==> src/rtl/omicron_wb_pkg.sv <==
// rtl/omicron_wb_pkg.sv - shared encodings for the omicron write-back stage
package omicron_wb_pkg;

  localparam logic [1:0] SEL_ALU  = 2'b00;
  localparam logic [1:0] SEL_MEM  = 2'b01;
  localparam logic [1:0] SEL_LINK = 2'b10;

  localparam logic [1:0] LD_WORD = 2'b00;
  localparam logic [1:0] LD_LBU  = 2'b01;
  localparam logic [1:0] LD_LBS  = 2'b10;
  localparam logic [1:0] LD_HBU  = 2'b11;

endpackage

==> src/rtl/wb_load_align.sv <==
// rtl/wb_load_align.sv - sub-word load extraction with sign/zero extension
module wb_load_align
  import omicron_wb_pkg::*;
#(
  parameter int DATA_W = 16
) (
  input  logic [DATA_W-1:0] dout,
  input  logic [1:0]        mode,
  output logic [DATA_W-1:0] aligned
);

  always_comb begin
    aligned = dout;
    case (mode)
      LD_WORD: aligned = dout;
      LD_LBU:  aligned = {{(DATA_W-8){1'b0}}, dout[7:0]};
      LD_LBS:  aligned = {{(DATA_W-8){dout[7]}}, dout[7:0]};
      LD_HBU:  aligned = {{(DATA_W-8){1'b0}}, dout[15:8]};
      default: aligned = dout;
    endcase
  end

endmodule

==> src/rtl/write_back_pipe.sv <==
// rtl/write_back_pipe.sv - registered MEM/WB boundary with result select,
// load alignment, stall/flush control and a retired-instruction counter
module write_back_pipe
  import omicron_wb_pkg::*;
#(
  parameter int DATA_W      = 16,
  parameter int ADDR_W      = 3,
  parameter int ZERO_REG_EN = 1,
  parameter int RETIRE_W    = 16
) (
  input  logic                clk,
  input  logic                rst,
  input  logic                m_valid,
  input  logic [DATA_W-1:0]   m_alu_result,
  input  logic [DATA_W-1:0]   m_dm_dout,
  input  logic [DATA_W-1:0]   m_link_addr,
  input  logic [ADDR_W-1:0]   m_reg_waddr,
  input  logic [1:0]          cu_reg_data_sel,
  input  logic [1:0]          cu_load_mode,
  input  logic                cu_reg_load,
  input  logic                wb_stall,
  input  logic                wb_flush,
  output logic [DATA_W-1:0]   wb_reg_wdata,
  output logic                wb_reg_wea,
  output logic [ADDR_W-1:0]   wb_reg_waddr,
  output logic                wb_valid,
  output logic [RETIRE_W-1:0] wb_retired
);

  logic [DATA_W-1:0]   mem_aligned;
  logic [DATA_W-1:0]   next_wdata;

  logic [DATA_W-1:0]   wdata_q, wdata_d;
  logic [ADDR_W-1:0]   waddr_q, waddr_d;
  logic                valid_q, valid_d;
  logic                load_q, load_d;
  logic [RETIRE_W-1:0] retired_q, retired_d;
  logic                zero_dest;

  wb_load_align #(
    .DATA_W (DATA_W)
  ) u_align (
    .dout    (m_dm_dout),
    .mode    (cu_load_mode),
    .aligned (mem_aligned)
  );

  // Reserved select 11 falls back to the ALU result.
  always_comb begin
    next_wdata = m_alu_result;
    case (cu_reg_data_sel)
      SEL_MEM:  next_wdata = mem_aligned;
      SEL_LINK: next_wdata = m_link_addr;
      default:  next_wdata = m_alu_result;
    endcase
  end

  // Flush only kills valid/load; data and address are left as they were.
  always_comb begin
    wdata_d = wdata_q;
    waddr_d = waddr_q;
    valid_d = valid_q;
    load_d  = load_q;
    if (wb_flush) begin
      valid_d = 1'b0;
      load_d  = 1'b0;
    end else if (!wb_stall) begin
      valid_d = m_valid;
      load_d  = m_valid & cu_reg_load;
      wdata_d = next_wdata;
      waddr_d = m_reg_waddr;
    end
  end

  // The entry in WB retires when it leaves; a flush does not cancel that.
  always_comb begin
    retired_d = retired_q;
    if (valid_q && !wb_stall) begin
      retired_d = retired_q + RETIRE_W'(1);
    end
  end

  always_ff @(posedge clk) begin
    if (rst) begin
      wdata_q   <= '0;
      waddr_q   <= '0;
      valid_q   <= 1'b0;
      load_q    <= 1'b0;
      retired_q <= '0;
    end else begin
      wdata_q   <= wdata_d;
      waddr_q   <= waddr_d;
      valid_q   <= valid_d;
      load_q    <= load_d;
      retired_q <= retired_d;
    end
  end

  assign zero_dest    = (ZERO_REG_EN != 0) && (waddr_q == '0);
  assign wb_reg_wea   = valid_q & load_q & ~zero_dest;
  assign wb_reg_wdata = wdata_q;
  assign wb_reg_waddr = waddr_q;
  assign wb_valid     = valid_q;
  assign wb_retired   = retired_q;

endmodule

==> config.mk <==
export PLATFORM = sky130hd
export DESIGN_NAME = write_back_pipe
export DESIGN_NICKNAME = d
export VERILOG_FILES = /design/src/rtl/omicron_wb_pkg.sv /design/src/rtl/wb_load_align.sv /design/src/rtl/write_back_pipe.sv
export SDC_FILE = /design/constraint.sdc
export NUM_CORES = 1
export LEC_CHECK = 0
export BUFFER_PORTS_ARGS = -buffer_cell sky130_fd_sc_hd__buf_2
export CORE_UTILIZATION = 23
export DETAILED_ROUTE_END_ITERATION = 10
export HOLD_SLACK_MARGIN = 0.12
export MAX_ROUTING_LAYER = met4
export SLEW_MARGIN = 20
export SYNTH_ARGS = -nofsm -noshare
export SYNTH_HDL_FRONTEND = slang
export SYNTH_SLANG_ARGS = --single-unit
==> constraint.sdc <==
create_clock -name clk -period 1.9 [get_ports clk]
set_input_delay 0.19 -clock clk [delete_from_list [all_inputs] [get_ports clk]]
set_output_delay 0.19 -clock clk [all_outputs]
set_load 0.1 [all_outputs]
==> metrics <==
outcome finished, final reports clean; CTS tree yes; layout cell share with drive strength beyond 1 41.2%; Peak VDD IR roughly 330 uV; crit share post-route 80.3%; post-synthesis cell type count 36; GRT Total Usage 14.2%; final setup vio count 0; syn nets 300; DRT Pass-1 Iters 4; asr flop ratio synth 0%; vias roughly 2,100; final slew viol count 0; CTS root buf clkbuf_8; max_slew headroom 52.7%; port buffer count 97; Crit path required time 2110 ps; Post-synth EDFFs 0; Via-to-Cell Ratio roughly 4.9; Main synth FF type dfxtp_1; 1st-iter DRT viols 52; DRC Markers 0; # fillers 902; effective utilization at floorplan 23.8%; setup TNS 0 ps; Combinational Power Share between 20% and 30%; hold buffers post-CTS 0; first-pass GRT wire length approximately 9400 um; TritonCTS buffer count 5; DP Cell Count 422; Final Power 2100 uW; vias in the first global route between 1,500 and 2,000; Internal Power about 1500 uW; Reg clk slew, reported paths around 80 ps; WL final ~5900 um; antenna cells 0; number of synthesized register bits 37; sequential area share after synthesis between 30% and 40%; CP endpoint kind flip-flop; RSZ-0062 raised after global routing no; H-tree depth 2; MaxCap Viol Count 0; area growth from synthesis to layout 36.0%; area share of the largest cell type after synthesis 37.7%; Worst Skew 3.77 ps; Reg power frac 38.9%; Final Net Count about 390; Die W 94.4 um; CTS resizes 0; placement row count 33; Cell Area, Synth 1960 sq um; # IOs 98; die footprint ~8900 sq um; Final Hold Viols 0; sw frac just over 30%; WS Path Type reg2reg; initial antenna violation count 0; synth warn 0; antenna-violating nets left 0; synth top area cells dfxtp_1 38%, a21oi_1 6.4%, mux2i_1 4.6%; crit start category flip-flop; Crit Path Max Fanout 9; clk sinks 37; Layout Utilization between 30% and 40%; core area ~8300 sq um; post-DP HPWL around 4500 um; fin cells 430; clock group share of total power ~39%; # Post-CTS Setup Buffers 0; max frequency roughly 660 MHz; Die Y 94.4 um; Arr. time, crit path 1740 ps; Hold/Removal Path Class in2reg; CTS Buffer Depth 2; GP Congestion 0.827; GRT Residual Overflow 0; routed length per placed instance between 10 and 15 um; Clk Latency, worst-skew pair about 290 ps; Least-Margin Pin Slew 709 ps; commonest non-fill, non-tap cell in the layout buf_2; Min Hold Slack approximately 130 ps; Syn Inst Count 236; PwrDens 786 nW/um^2; syn_area_per_cell between 8 and 9 sq um; min cycle time layout about 1500 ps; leakage power 0.00125 uW; largest net degree at the start of global routing 38; post-synth top area cell dfxtp_1; Switch Pwr 645 uW; most frequent cells in the layout 97 x buf_2, 25 x a21oi_1, 23 x dfxtp_1
-- registers in the layout, indices dropped and copies added (netlist names) --
name,cells
load_q,1
wb_reg_waddr,3
wb_reg_wdata,16
wb_retired,16
wb_valid,1
-- area by class of cell --
type                    instances  area [sq um]  share of cell area [%]
inverters                      10          37.5                    1.41
multi-input cells             170          1100                    41.2
repair buffers                100           508                    19.0
clock inverters                 3          65.1                    2.44
clock buffers                   5          68.8                    2.58
well taps                     105           131                    4.92
flip-flops and latches         37           758                    28.4
-- critical path, cell delays in order (launching register included) --
cell and delay (ps):
dfxtp_2 400, and4b_2 300, nand2_4 100, or4_1 510
a21oi_1 150
-- through the flow --
stage | instance area (sq um) | setup WS [ps]
global route | 2670 | 264
detailed placement | 2540 | 245
floorplan | 1980 | 46.4
CTS | 2670 | 367
global placement | 2540 | 321
finish | 2670 | 374
-- Yosys cell counts (all sizes together) (7+ instances only) --
library cell / n
a21oi: 25
a221oi: 8
a22oi: 9
buf: 7
clkbuf: 12
dfxtp: 37
inv: 10
mux2: 8
mux2i: 9
nand2: 14
nand3b: 8
nor2: 20
nor3: 10
o21ai: 18
xor2: 9
-- kinds of logic (layout without fill, tap and decap cells) --
kind of cell	count (synthesis)	in the layout	share of synthesized area (%)
multiplexers	17	17	9.18
AND/OR/NAND/NOR	76	76	20.8
AO/OA/AOI/OAI	64	64	19.6
buffers and inverters	29	118	6.25
adder cells (fa/ha/maj)	3	3	1.91
XOR/XNOR	10	10	4.46
flip-flops	37	37	37.7
-- worst paths after layout --
check                  startpoint              end  slack [ps]  cells after the start
setup / recovery         wb_valid   wb_retired[11]         370                      4
hold / removal     m_reg_waddr[2]  wb_reg_waddr[2]         130                      3
setup reg to reg         wb_valid   wb_retired[11]         370                      4
hold reg to reg   wb_reg_waddr[2]  wb_reg_waddr[2]         470                      2
-- metal layers --
| metal | vias up | wire length (um) | global-route usage (%) |
|---|---|---|---|
| met1 | 974 | 2630 | 16.6 |
| met3 | 13 | 399 | 3.30 |
| met2 | 100 | 2710 | 23.4 |
| met4 | 0 | 150 | 6.15 |
| met5 | - | 0 | - |
| li1 | 1025 | - | - |
-- power groups by stage --
| stage | combinational (uW) | sequential [uW] | clock (uW) |
|---|---|---|---|
| after global routing | 498 | 821 | 877 |
| after floorplan | 151 | 1020 | 0 |
| after CTS | 469 | 817 | 847 |
| after detailed placement | 468 | 835 | 0 |
| after global placement | 465 | 835 | 0 |
| final | 466 | 817 | 817 |
No activity file was read; power rests on OpenSTA's default activity.
